==> config.mk <==
export PLATFORM = sky130hd
export DESIGN_NAME = ssram_arbiter_flat
export DESIGN_NICKNAME = d
export VERILOG_FILES = /design/src/rtl/ssram_arbiter_if.sv /design/src/rtl/ssram_arbiter.sv /design/src/flat_wrapper.sv
export SDC_FILE = /design/constraint.sdc
export NUM_CORES = 1
export LEC_CHECK = 0
export ABC_AREA = 1
export BUFFER_PORTS_ARGS = -buffer_cell sky130_fd_sc_hd__buf_2
export CORE_AREA = 5 5 95 97
export DETAILED_ROUTE_END_ITERATION = 6
export DIE_AREA = 0 0 100 102
export PLACE_DENSITY = 0.62
export SLEW_MARGIN = 20
export SYNTH_ARGS = -nofsm -noshare
export SYNTH_HDL_FRONTEND = slang
export SYNTH_SLANG_ARGS = --single-unit
export TNS_END_PERCENT = 5
==> constraint.sdc <==
create_clock -name HCLK -period 3.28 [get_ports HCLK]
set_input_delay 0.492 -clock HCLK [delete_from_list [all_inputs] [get_ports HCLK]]
set_output_delay 0.492 -clock HCLK [all_outputs]
set_load 0.05 [all_outputs]
==> src/rtl/ssram_arbiter_if.sv <==
// rtl/ssram_arbiter_if.sv - requester and RAM-lane bundle for ssram_arbiter
//
// Port A / port B: req, addr (byte address), we (byte strobes, 0 = read),
//   wdata in; gnt (combinational), rvalid (registered), rdata out.
// RAM side: sram_addr (word address), sram_enb, sram_wb, sram_din out;
//   sram_dout in (valid one cycle after the enable).
// slave  = arbiter view, master = requester/RAM view.
interface ssram_arbiter_if #(
    parameter int AW = 12
) ();
    logic          req_a;
    logic [AW-1:0] addr_a;
    logic [3:0]    we_a;
    logic [31:0]   wdata_a;
    logic          gnt_a;
    logic          rvalid_a;
    logic [31:0]   rdata_a;

    logic          req_b;
    logic [AW-1:0] addr_b;
    logic [3:0]    we_b;
    logic [31:0]   wdata_b;
    logic          gnt_b;
    logic          rvalid_b;
    logic [31:0]   rdata_b;

    logic [AW-3:0] sram_addr;
    logic [3:0]    sram_enb;
    logic [3:0]    sram_wb;
    logic [31:0]   sram_din;
    logic [31:0]   sram_dout;

    modport slave (
        input  req_a, addr_a, we_a, wdata_a,
        output gnt_a, rvalid_a, rdata_a,
        input  req_b, addr_b, we_b, wdata_b,
        output gnt_b, rvalid_b, rdata_b,
        output sram_addr, sram_enb, sram_wb, sram_din,
        input  sram_dout
    );

    modport master (
        output req_a, addr_a, we_a, wdata_a,
        input  gnt_a, rvalid_a, rdata_a,
        output req_b, addr_b, we_b, wdata_b,
        input  gnt_b, rvalid_b, rdata_b,
        input  sram_addr, sram_enb, sram_wb, sram_din,
        output sram_dout
    );
endinterface

==> src/rtl/ssram_arbiter.sv <==
// rtl/ssram_arbiter.sv - round-robin two-port arbiter for a 32-bit byte-laned sync SRAM
//
// Ports:
//   HCLK     clock, rising edge
//   HRESETn  asynchronous active-low reset
//   bus      ssram_arbiter_if.slave: two requester ports plus RAM-lane drive
// Parameters:
//   AW        byte address width (RAM word address = addr[AW-1:2])
//   MAX_BURST consecutive grants to one owner while the other port waits (1..15)
module ssram_arbiter #(
    parameter int AW        = 12,
    parameter int MAX_BURST = 4
) (
    input  logic            HCLK,
    input  logic            HRESETn,
    ssram_arbiter_if.slave  bus
);
    localparam logic [3:0] MAX_CNT = 4'(MAX_BURST);

    typedef enum logic [1:0] {IDLE, OWN_A, OWN_B} state_t;

    state_t     state, state_nx;
    logic       last_b, last_b_nx;   // 1: port B was granted most recently
    logic [3:0] cnt, cnt_nx;
    logic       grant_a, grant_b;
    logic       rvalid_a_q, rvalid_b_q;

    always_ff @(posedge HCLK or negedge HRESETn) begin
        if (!HRESETn) begin
            state      <= IDLE;
            last_b     <= 1'b1;      // A wins the first tie after reset
            cnt        <= 4'd0;
            rvalid_a_q <= 1'b0;
            rvalid_b_q <= 1'b0;
        end else begin
            state      <= state_nx;
            last_b     <= last_b_nx;
            cnt        <= cnt_nx;
            rvalid_a_q <= grant_a && (bus.we_a == 4'b0000);
            rvalid_b_q <= grant_b && (bus.we_b == 4'b0000);
        end
    end

    // Owner keeps the bank until it drops its request or uses up its burst
    // while the other port is waiting; the yield happens in the same cycle,
    // so an owner switch costs no bubble.
    always_comb begin
        grant_a = 1'b0;
        grant_b = 1'b0;
        case (state)
            OWN_A: begin
                if (bus.req_a && (cnt < MAX_CNT || !bus.req_b)) grant_a = 1'b1;
                else if (bus.req_b)                             grant_b = 1'b1;
            end
            OWN_B: begin
                if (bus.req_b && (cnt < MAX_CNT || !bus.req_a)) grant_b = 1'b1;
                else if (bus.req_a)                             grant_a = 1'b1;
            end
            default: begin
                if (bus.req_a && bus.req_b) begin
                    grant_a = last_b;
                    grant_b = !last_b;
                end else begin
                    grant_a = bus.req_a;
                    grant_b = bus.req_b;
                end
            end
        endcase
    end

    // cnt saturates at MAX_BURST so a lone requester never wraps it.
    always_comb begin
        state_nx  = IDLE;
        cnt_nx    = 4'd0;
        last_b_nx = last_b;
        if (grant_a) begin
            state_nx  = OWN_A;
            last_b_nx = 1'b0;
            if (state == OWN_A) cnt_nx = (cnt >= MAX_CNT) ? cnt : cnt + 4'd1;
            else                cnt_nx = 4'd1;
        end else if (grant_b) begin
            state_nx  = OWN_B;
            last_b_nx = 1'b1;
            if (state == OWN_B) cnt_nx = (cnt >= MAX_CNT) ? cnt : cnt + 4'd1;
            else                cnt_nx = 4'd1;
        end
    end

    assign bus.gnt_a    = grant_a;
    assign bus.gnt_b    = grant_b;
    assign bus.rvalid_a = rvalid_a_q;
    assign bus.rvalid_b = rvalid_b_q;
    assign bus.rdata_a  = bus.sram_dout;
    assign bus.rdata_b  = bus.sram_dout;

    // Address/data default to port A when idle; only enb/wb qualify the cycle.
    assign bus.sram_enb  = {4{grant_a | grant_b}};
    assign bus.sram_wb   = grant_b ? bus.we_b : (grant_a ? bus.we_a : 4'b0000);
    assign bus.sram_addr = grant_b ? bus.addr_b[AW-1:2] : bus.addr_a[AW-1:2];
    assign bus.sram_din  = grant_b ? bus.wdata_b : bus.wdata_a;
endmodule

==> src/flat_wrapper.sv <==
// flat-port wrapper written by rule: the top's interface ports become plain ports
module ssram_arbiter_flat 
#(
    parameter int AW        = 12,
    parameter int MAX_BURST = 4
)
  (HCLK, HRESETn, bus_req_a, bus_addr_a, bus_we_a, bus_wdata_a, bus_gnt_a, bus_rvalid_a, bus_rdata_a, bus_req_b, bus_addr_b, bus_we_b, bus_wdata_b, bus_gnt_b, bus_rvalid_b, bus_rdata_b, bus_sram_addr, bus_sram_enb, bus_sram_wb, bus_sram_din, bus_sram_dout);
  ssram_arbiter_if #(.AW(AW)) bus_i ();
  input  logic HCLK;
  input  logic HRESETn;
  input wire logic [$bits(bus_i.req_a)-1:0] bus_req_a;
  input wire logic [$bits(bus_i.addr_a)-1:0] bus_addr_a;
  input wire logic [$bits(bus_i.we_a)-1:0] bus_we_a;
  input wire logic [$bits(bus_i.wdata_a)-1:0] bus_wdata_a;
  output wire logic [$bits(bus_i.gnt_a)-1:0] bus_gnt_a;
  output wire logic [$bits(bus_i.rvalid_a)-1:0] bus_rvalid_a;
  output wire logic [$bits(bus_i.rdata_a)-1:0] bus_rdata_a;
  input wire logic [$bits(bus_i.req_b)-1:0] bus_req_b;
  input wire logic [$bits(bus_i.addr_b)-1:0] bus_addr_b;
  input wire logic [$bits(bus_i.we_b)-1:0] bus_we_b;
  input wire logic [$bits(bus_i.wdata_b)-1:0] bus_wdata_b;
  output wire logic [$bits(bus_i.gnt_b)-1:0] bus_gnt_b;
  output wire logic [$bits(bus_i.rvalid_b)-1:0] bus_rvalid_b;
  output wire logic [$bits(bus_i.rdata_b)-1:0] bus_rdata_b;
  output wire logic [$bits(bus_i.sram_addr)-1:0] bus_sram_addr;
  output wire logic [$bits(bus_i.sram_enb)-1:0] bus_sram_enb;
  output wire logic [$bits(bus_i.sram_wb)-1:0] bus_sram_wb;
  output wire logic [$bits(bus_i.sram_din)-1:0] bus_sram_din;
  input wire logic [$bits(bus_i.sram_dout)-1:0] bus_sram_dout;
  assign bus_i.req_a = bus_req_a;
  assign bus_i.addr_a = bus_addr_a;
  assign bus_i.we_a = bus_we_a;
  assign bus_i.wdata_a = bus_wdata_a;
  assign bus_gnt_a = bus_i.gnt_a;
  assign bus_rvalid_a = bus_i.rvalid_a;
  assign bus_rdata_a = bus_i.rdata_a;
  assign bus_i.req_b = bus_req_b;
  assign bus_i.addr_b = bus_addr_b;
  assign bus_i.we_b = bus_we_b;
  assign bus_i.wdata_b = bus_wdata_b;
  assign bus_gnt_b = bus_i.gnt_b;
  assign bus_rvalid_b = bus_i.rvalid_b;
  assign bus_rdata_b = bus_i.rdata_b;
  assign bus_sram_addr = bus_i.sram_addr;
  assign bus_sram_enb = bus_i.sram_enb;
  assign bus_sram_wb = bus_i.sram_wb;
  assign bus_sram_din = bus_i.sram_din;
  assign bus_i.sram_dout = bus_sram_dout;
  ssram_arbiter #(.AW(AW), .MAX_BURST(MAX_BURST)) u_core (.HCLK(HCLK), .HRESETn(HRESETn), .bus(bus_i));
endmodule
==> impl_metrics.ini <==
[worst_setup_path]
cp.required_ps = 2790
r2r_slack_ps = 1730
slowest_delay_ps = 370
endpoint_kind = primary output
critPathMaxFanout = 34
crit_slowest_cell = dfrtp_1
worstPathArrival_ps = 2140
rr_endpoint = u_core.bus.rvalid_b
cp.buffers_inverters = 3
path_class = register to primary output
crit_cells = 10
crit_path_cell_trace = inv_1 > ha_1 > nand3_1 > nand2_1 > nand2_1 > nand2_2 > buf_12 > nand2_1 > nand2_1 > buf_2
crit_family = simple AND/OR/NAND/NOR gates
reg2regPathDepth = 7
cp-start-kind = register
crit_top_cell = nand2_1
reg2reg_from = u_core.state[0]

[routing]
drt_first_pass_iters = 4
drt_iter0_markers = 55
routedWlPerCell_um = 11.30
drt-total-wl_um = 5380
drcViolationCount = 0
vias_per_cell = 3.931
vias = 1871
ant_nets = 0

[global_routing]
grt_pass1_vias = 1847
grt_pass1_wl_um = 8114
grt.overflow.total = 0
grt_max_degree = 50
grt_antenna_before_repair = 0
track_usage_pct = 9.455

[die]
io_pins = 250
die_w_um = 100
rows = 33
die_h_um = 102
initial_core_util_pct = 20.99
dieArea_sq_um = 10200
coreArea_sq_um = 8051

[yosys]
synth_ff_type = dfrtp_1
syn_nets = 428
syn_inst = 293
async_flop_share_pct = 100.0
synth.avg_cell_area_sq_um = 5.769
synth_area_leader_cell = nand2_1
synth_common_cells = nand2_1 (145), buf_4 (72), nand2_2 (13), nand3_1 (13), inv_1 (11)
yosys.cell_count.top_type = nand2_1
synth-seq-cells = 9
syn_area_sq_um = 1690
yosys.area.top_type_share_pct = 32.20
synth_cell_types = 22
ys_warn_count = 0
synth_enable_flop_cells = 0
yosysSeqAreaShare_pct = 13.40
synth_area_leaders = nand2_1 (32%), buf_4 (32%), dfrtp_1 (12%)

[cells_and_area]
final_util_pct = 25.66
final_area_sq_um = 2066
regArea_sq_um = 226.5
syn2layout_area_growth_pct = 22.21
multi_input_comb_area_sq_um = 832.0
layout-drive-gt1-share_pct = 45.55
nets = 507
fillers = 913
diodes = 0

[timing]
tightest_slew_ps = 420.2
fin_ws_ps = 644.6
slew_headroom_pct = 71.89
fmax_ghz = 0.3794
rsz0062_at_grt = no
skew_ps = 0.6539
finalHoldViolCount = 0
tns_ps = 0
report.final.slew_viol_count = 0
fin_crit_sh_pct = 80.35
setup_viol = 0
min_period_ps = 2635

[run_status]
status = finished, final reports clean

[cts]
cts_setup_buffers = 0
clk_path_buf_depth = 2
clk_latency_ps = 230
tritoncts = done
clk_pin_slew_ps = 40
ctsHoldBuffers = 0
cts_max_level = 1
root_buffer = clkbuf_8
numCtsBuffers = 3
cts_resized = 0
clock_sinks = 9

[place]
place_ws_ps = 815.5
hpwl_um = 4505
port_buffers = 149
place_area_sq_um = 2021
gp_congestion = 0.7266

[flow_run]
drv_cap = 0

[worst_hold_path]
hold_class = primary input to asynchronous set/reset pin
[worst max path at each step]
| stage | startpoint | to | slack, ps |
|---|---|---|---|
| floorplan | u_core.state[0] | bus_sram_enb[1] | 900 |
| global placement | bus_req_a | bus_sram_din[14] | 840 |
| detailed placement | bus_req_a | bus_sram_din[14] | 820 |
| CTS | u_core.state[0] | bus_sram_din[14] | 620 |
| global route | u_core.state[0] | bus_sram_din[16] | 470 |
| finish | u_core.state[0] | bus_sram_din[18] | 640 |
[routing by layer]
layer	share of wire, %	track usage [%]
met5	0	0
met4	3.4	4.560
met3	12	1.502
met2	49	17.91
met1	35	10.22
[metrics by stage]
step / cells / hold slack [ps]
after global placement: 472 / 346.4
after floorplan: 293 / 196.4
after global routing: 476 / 102.7
after CTS: 476 / 103.8
final: 476 / 99.21
after detailed placement: 472 / 351.4
[cells in the final DEF, fill, tap and decap left out, types with 2 or more instances in the layout]
master / n
a21oi_1: 2
inv_1: 11
ha_1: 3
buf_12: 2
clkbuf_8: 3
nand3_1: 13
nand2_2: 13
nand2_1: 145
dfrtp_1: 8
o21ai_0: 3
nor2_1: 9
buf_2: 149
[cell families after synthesis]
logic type,Yosys count,synth area share [%]
xor gates and xnor gates,1,0.5182
DFF,9,13.40
and+or+nand+nor,185,44.71
AOI/OAI and AO/OA,6,1.776
adders and majority gates,3,2.221
buffers and inverters,89,37.38
[worst register-to-register path, stage by stage (launching register included)]
cell and delay [ps]:
dfrtp_1 340, inv_1 50, ha_1 300, inv_1 80, or2_1 240, nand2_2 90
buf_12 240, nor2_1 80
[sequential cells by signal, summed over array words and instances (netlist names)]
| register | count |
|---|---|
| u_core.bus.rvalid_a | 1 |
| u_core.last_b | 1 |
| u_core.state | 2 |
| u_core.cnt | 4 |
| u_core.bus.rvalid_b | 1 |
[final cells by class]
| cell class | instances | area share [%] |
|---|---|---|
| Sequential cell | 9 | 10.96 |
| Tap cell | 105 | 6.360 |
| Clock buffer | 4 | 2.180 |
| Timing Repair Buffer | 151 | 38.04 |
| Multi-Input combinational cell | 195 | 40.28 |
| Inverter | 12 | 2.180 |
Power is not shown: default switching activity piles up to over one toggle a cycle in this logic, so the estimate is an artifact.
